### src/rtl/mem_arb_pkg.sv
// Shared constants and FSM encoding for the two-requester memory arbiter.
package mem_arb_pkg;
   localparam int NUM_REQ = 2;
   localparam int STAT_W  = 16;

   typedef enum logic {
      ARB    = 1'b0,
      LOCKED = 1'b1
   } arb_state_e;
endpackage

### src/rtl/mem_arb_rr.sv
// Grant selection and round-robin pointer for the two-requester arbiter.
// While locked only the owner may be granted; otherwise a lone requester wins
// and a conflict is resolved by rr_q, which then points at the other index.
import mem_arb_pkg::*;

module mem_arb_rr (
   input  logic               clk,
   input  logic               rst_n,
   input  logic [NUM_REQ-1:0] req_valid,
   input  logic               locked,
   input  logic               owner,
   input  logic               accept,
   output logic               grant_idx,
   output logic               grant_vld
);

   logic rr_q;

   // pick the granted requester for this cycle
   always_comb begin
      grant_idx = rr_q;
      grant_vld = 1'b0;
      if (locked) begin
         grant_idx = owner;
         grant_vld = req_valid[owner];
      end else if (&req_valid) begin
         grant_idx = rr_q;
         grant_vld = 1'b1;
      end else if (req_valid[0]) begin
         grant_idx = 1'b0;
         grant_vld = 1'b1;
      end else if (req_valid[1]) begin
         grant_idx = 1'b1;
         grant_vld = 1'b1;
      end
   end

   // after any accepted beat, favour the other requester
   always_ff @(posedge clk or negedge rst_n) begin
      if (!rst_n)
         rr_q <= 1'b0;
      else if (accept)
         rr_q <= ~grant_idx;
   end

endmodule

### src/rtl/mem_arbiter.sv
// Two-requester arbiter in front of a single-port-per-direction memory with
// one-cycle registered read latency. Holds the lock FSM, the memory muxing
// and the read response pipeline.
// Optional: define MEM_ARB_STATS_EN to add saturating grant/conflict counters.
//
//  state  | meaning
//  ARB    | round-robin among valid requesters
//  LOCKED | only owner_q may be granted until it sends a beat with lock=0
import mem_arb_pkg::*;

module mem_arbiter #(
   parameter int ADDR_W = 10,
   parameter int DATA_W = 64
) (
   input  logic                      clk,
   input  logic                      rst_n,
   input  logic [NUM_REQ-1:0]        req_valid,
   output logic [NUM_REQ-1:0]        req_ready,
   input  logic [NUM_REQ-1:0]        req_we,
   input  logic [NUM_REQ-1:0]        req_lock,
   input  logic [NUM_REQ*ADDR_W-1:0] req_addr,
   input  logic [NUM_REQ*DATA_W-1:0] req_wdata,
   output logic [NUM_REQ-1:0]        rsp_valid,
   output logic [DATA_W-1:0]         rsp_rdata,
   output logic                      mem_write_en,
   output logic [ADDR_W:0]           mem_raddr,
   output logic [ADDR_W:0]           mem_waddr,
   output logic [DATA_W-1:0]         mem_wdata,
   input  logic [DATA_W-1:0]         mem_rdata
`ifdef MEM_ARB_STATS_EN
   ,
   output logic [STAT_W-1:0]         stat_grant0,
   output logic [STAT_W-1:0]         stat_grant1,
   output logic [STAT_W-1:0]         stat_conflict
`endif
);

   arb_state_e         state_q, state_d;
   logic               owner_q;
   logic               locked;
   logic               grant_idx, grant_vld;
   logic               accept;
   logic               sel_we, sel_lock;
   logic [ADDR_W-1:0]  sel_addr;
   logic [NUM_REQ-1:0] rsp_valid_q;

   mem_arb_rr u_rr (
      .clk       (clk),
      .rst_n     (rst_n),
      .req_valid (req_valid),
      .locked    (locked),
      .owner     (owner_q),
      .accept    (accept),
      .grant_idx (grant_idx),
      .grant_vld (grant_vld)
   );

   // ready is gated by rst_n so nothing transfers while reset is held
   assign accept    = grant_vld & rst_n;
   assign req_ready = accept ? (grant_idx ? 2'b10 : 2'b01) : 2'b00;

   assign sel_we   = req_we[grant_idx];
   assign sel_lock = req_lock[grant_idx];
   assign sel_addr = grant_idx ? req_addr[2*ADDR_W-1:ADDR_W] : req_addr[ADDR_W-1:0];

   assign mem_write_en = accept & sel_we;
   assign mem_waddr    = {1'b0, sel_addr};
   assign mem_raddr    = {1'b0, sel_addr};
   assign mem_wdata    = grant_idx ? req_wdata[2*DATA_W-1:DATA_W] : req_wdata[DATA_W-1:0];

   // memory data is already registered, so it lines up with rsp_valid_q
   assign rsp_valid = rsp_valid_q;
   assign rsp_rdata = mem_rdata;

   // state register
   always_ff @(posedge clk or negedge rst_n) begin
      if (!rst_n)
         state_q <= ARB;
      else
         state_q <= state_d;
   end

   // next-state: lock taken and released only by accepted beats
   always_comb begin
      state_d = state_q;
      case (state_q)
         ARB:     if (accept && sel_lock)  state_d = LOCKED;
         LOCKED:  if (accept && !sel_lock) state_d = ARB;
         default: state_d = ARB;
      endcase
   end

   // FSM outputs
   always_comb begin
      locked = (state_q == LOCKED);
   end

   // owner captured on the beat that takes the lock
   always_ff @(posedge clk or negedge rst_n) begin
      if (!rst_n)
         owner_q <= 1'b0;
      else if (!locked && accept && sel_lock)
         owner_q <= grant_idx;
   end

   // one-cycle read response pulse to the requester whose read was accepted
   always_ff @(posedge clk or negedge rst_n) begin
      if (!rst_n)
         rsp_valid_q <= '0;
      else
         rsp_valid_q <= (accept && !sel_we) ? req_ready : 2'b00;
   end

`ifdef MEM_ARB_STATS_EN
   // saturating counters of accepted beats per requester and conflict cycles
   always_ff @(posedge clk or negedge rst_n) begin
      if (!rst_n) begin
         stat_grant0   <= '0;
         stat_grant1   <= '0;
         stat_conflict <= '0;
      end else begin
         if (accept && !grant_idx && stat_grant0 != '1)
            stat_grant0 <= stat_grant0 + STAT_W'(1);
         if (accept && grant_idx && stat_grant1 != '1)
            stat_grant1 <= stat_grant1 + STAT_W'(1);
         if ((&req_valid) && stat_conflict != '1)
            stat_conflict <= stat_conflict + STAT_W'(1);
      end
   end
`endif

endmodule

### config.mk
export PLATFORM = sky130hd
export DESIGN_NAME = mem_arbiter
export DESIGN_NICKNAME = d
export VERILOG_FILES = /design/src/rtl/mem_arb_pkg.sv /design/src/rtl/mem_arb_rr.sv /design/src/rtl/mem_arbiter.sv
export SDC_FILE = /design/constraint.sdc
export NUM_CORES = 1
export LEC_CHECK = 0
export CORE_AREA = 2 2 145 147
export DETAILED_ROUTE_END_ITERATION = 6
export DIE_AREA = 0 0 147 149
export PLACE_DENSITY_LB_ADDON = 0.3
export SYNTH_ARGS = -nofsm -noshare
export SYNTH_HDL_FRONTEND = slang
export SYNTH_SLANG_ARGS = --single-unit
### constraint.sdc
create_clock -name clk -period 3.75 [get_ports clk]
set_input_delay 0.9375 -clock clk [delete_from_list [all_inputs] [get_ports clk]]
set_output_delay 0.9375 -clock clk [all_outputs]
set_load 0.01 [all_outputs]
==> impl_results.rst <==
.. list-table::
   :header-rows: 1

   * - Metric
     - Value
   * - Routed vias/inst
     - roughly 3.2
   * - Share of the yosys chip area belonging to registers
     - 0.0710
   * - Area of the die
     - 0.0219 mm2
   * - TritonCTS clock tree
     - built
   * - Fraction of registers with async set or reset after synthesis
     - 1.00
   * - Global placer's final weighted congestion
     - 0.770
   * - Number of instances in the synthesized netlist
     - around 190
   * - Tot GR Track Use
     - 0.0774
   * - Number of H-tree branching levels
     - 1
   * - Proportion of layout cells with a drive suffix above 1
     - 0.369
   * - Largest voltage drop on the vdd net
     - ~160 uV
   * - Status
     - complete, but fails checks
   * - Capturing element type of the critical path
     - output pin
   * - Mean routed wirelength per cell
     - around 14 um
   * - Number of buffers inserted by port buffering
     - around 240
   * - I/O pins
     - 375
   * - Mean cell area of the mapped netlist
     - 9.22 um2
   * - Wire length reported by the detailed router
     - 9310 um
   * - Area of the core
     - 0.0206 mm2
   * - Buffers from clock root to sink, at most
     - 2
   * - Startpoint of the most critical hold path
     - owner_q
   * - WP data arrival
     - 2830 ps
   * - Hold Vio Cnt, Final
     - 0
   * - Type of element launching the critical path
     - primary input
   * - Highest Clock Rate
     - 265 MHz
   * - Half-perimeter wire length after placement
     - roughly 7400 um
   * - FF+latch count, synth
     - 5
   * - Die Y
     - 149 um
   * - Shortest clock period the worst path allows after layout
     - 3770 ps
   * - Cts-stage hold buffer count
     - 0
   * - Leak
     - 0.00173 uW
   * - Largest net degree at the start of global routing
     - 21
   * - Reg-to-reg critical path startpoint
     - u_rr.rr_q
   * - Worst setup skew after layout
     - 2.99 ps
   * - Cell accounting for the most synthesized area
     - mux2_2
   * - Net count reported at finish
     - 592
   * - Vias in the first global route
     - roughly 2200
   * - Synth warnings
     - 0
   * - DR pass1 iterations
     - 4
   * - Critical Path RT
     - ~2800 ps
   * - Setup Viol. Count Final
     - 7
   * - Main flop type after synthesis
     - dfrtp_1
   * - Max-capacitance violation count
     - 0
   * - RSZ-0062 raised after global routing
     - yes
   * - Starting density of the core
     - 0.0857
   * - Ranking of synthesized cells by instance count
     - 76 x buf_4, 74 x mux2_2, 6 x buf_2, 5 x dfrtp_1, 4 x nor2_1
   * - Width of the die
     - ~150 um
   * - Setup TNS Final
     - -70.7 ps
   * - Violations in the final reports
     - setup timing
   * - Largest fanout on the critical path
     - 20
   * - Final core utilization
     - 0.199
   * - 1st-iter DRT viols
     - 19
   * - Number of antenna violations at the first check in global routing
     - 0
   * - Most frequent cell after synthesis
     - buf_4
   * - Global-route wire length before repair
     - 12900 um
   * - Total standard cell area after synthesis
     - approximately 0.0018 mm2
   * - Period Utilization, post-route
     - 1.00
   * - Cell types with the largest area share after synthesis
     - mux2_2 47%, buf_4 32%, dfrtp_1 7.1%
   * - Clock latency at the later pin of the worst-skew pair
     - 230 ps
   * - Post-detailed-route count of antenna-violating nets
     - 0
   * - Number of clock sinks
     - 5
   * - EDFF count, synth
     - 0
   * - DRC
     - 0
   * - Routed vias
     - around 2100
   * - Total number of placement rows
     - 53
   * - CP startpoint
     - req_valid[0]
   * - Post-layout worst setup margin
     - -17.7 ps
   * - Unique masters post-synth
     - 22
   * - Critical path start-end classification
     - in2out
   * - Synth-to-layout area growth
     - 132%
   * - Congestion Overflow GR
     - 0
   * - Area fraction of the dominant cell type after synthesis
     - 0.473
   * - Power per standard cell area
     - 546 mW/mm2
   * - Num CTS Buffers
     - 3
   * - Clock-pin slew on the worst setup and hold paths
     - roughly 30 ps
   * - Root Buffer
     - clkbuf_16
   * - Number of antenna diodes
     - 0
   * - Min-Delay Path Class
     - reg2reg
   * - Slew Limit Fails
     - 0
==> final timing paths <==
kind	slack (ps)	cells after the start	endpoint
min in group asynchronous	1030	2	owner_q
worst max register to register	2280	6	u_rr.rr_q
worst max-delay path	-20	8	mem_waddr[8]
max in group asynchronous	2600	2	rsp_valid[1]
worst min register to register	550	1	owner_q
worst min-delay path	550	1	owner_q
==> kinds of logic after synthesis <==
kind of cell           synth area share
DFF                              0.0710
and+or+nand+nor                  0.0611
buffers and inverters             0.354
muxes                             0.479
other                           0.00213
AOI/OAI and AO/OA                0.0334
==> per-layer routing <==
metal / GRT usage / vias to the layer above / share of wire / wire length (um)
li1: - / 942 / - / -
met1: 0.0667 / 917 / 0.31 / 2860
met2: 0.154 / 198 / 0.53 / 4910
met3: 0.0364 / 26 / 0.13 / 1250
met4: 0.0284 / 0 / 0.031 / 291
met5: 0 / - / 0 / 0
==> per-stage QoR <==
step	total power (uW)	hold WS, ps	setup WS [ps]	instances	instance area [um2]
2_1_floorplan	1130	506	625	192	1770
3_3_place_gp	2010	535	-334	633	4000
3_5_place_dp	2010	542	-319	633	4000
4_1_cts	2390	556	-116	646	4190
5_1_grt	2390	566	-99.4	646	4090
6_report	2230	551	-17.7	646	4090
==> critical path: stages <==
cell and delay, ps:
clkdlybuf4s50_1 420, a21boi_4 160, o31ai_4 220, buf_6 170, buf_12 100, buf_12 150
mux2_2 360, dlygate4sd2_1 280
==> placed cells by master (no fill, tap or decap), drive strengths merged, types with 3 or more instances in the layout <==
master | netlist | final
clkbuf | 0 | 33
nor2 | 4 | 4
o21ai | 3 | 3
dlymetal6s2s | 0 | 13
dlygate4sd2 | 0 | 21
clkdlybuf4s15 | 0 | 14
clkdlybuf4s50 | 0 | 156
mux2 | 74 | 74
buf | 84 | 26
dfrtp | 5 | 5
==> repair_timing <==
action | 4_1_cts | 5_1_grt
setup buffers | 5 | 2
setup endpoints to repair | 87 | 72
resized for setup | 129 | 78
pin swaps | 1 | 0
gates cloned | 4 | 0
==> power breakdown <==
part | internal [uW] | switching, uW | leakage (uW)
clock | 141 | 33.1 | 0.0000382
combinational | 1150 | 806 | 0.00163
sequential | 74.1 | 25.8 | 0.0000631
total | 1370 | 865 | 0.00173
==> area by class of cell <==
| class | count | area (um2) |
|---|---|---|
| well taps | 275 | 344 |
| clock buffers | 4 | 78.8 |
| multi-input cells | 103 | 1050 |
| flip-flops and latches | 5 | 125 |
| fillers | 2240 | 16500 |
| repair buffers | 259 | 2490 |
Note: power is estimated with default switching activity, not from simulation.
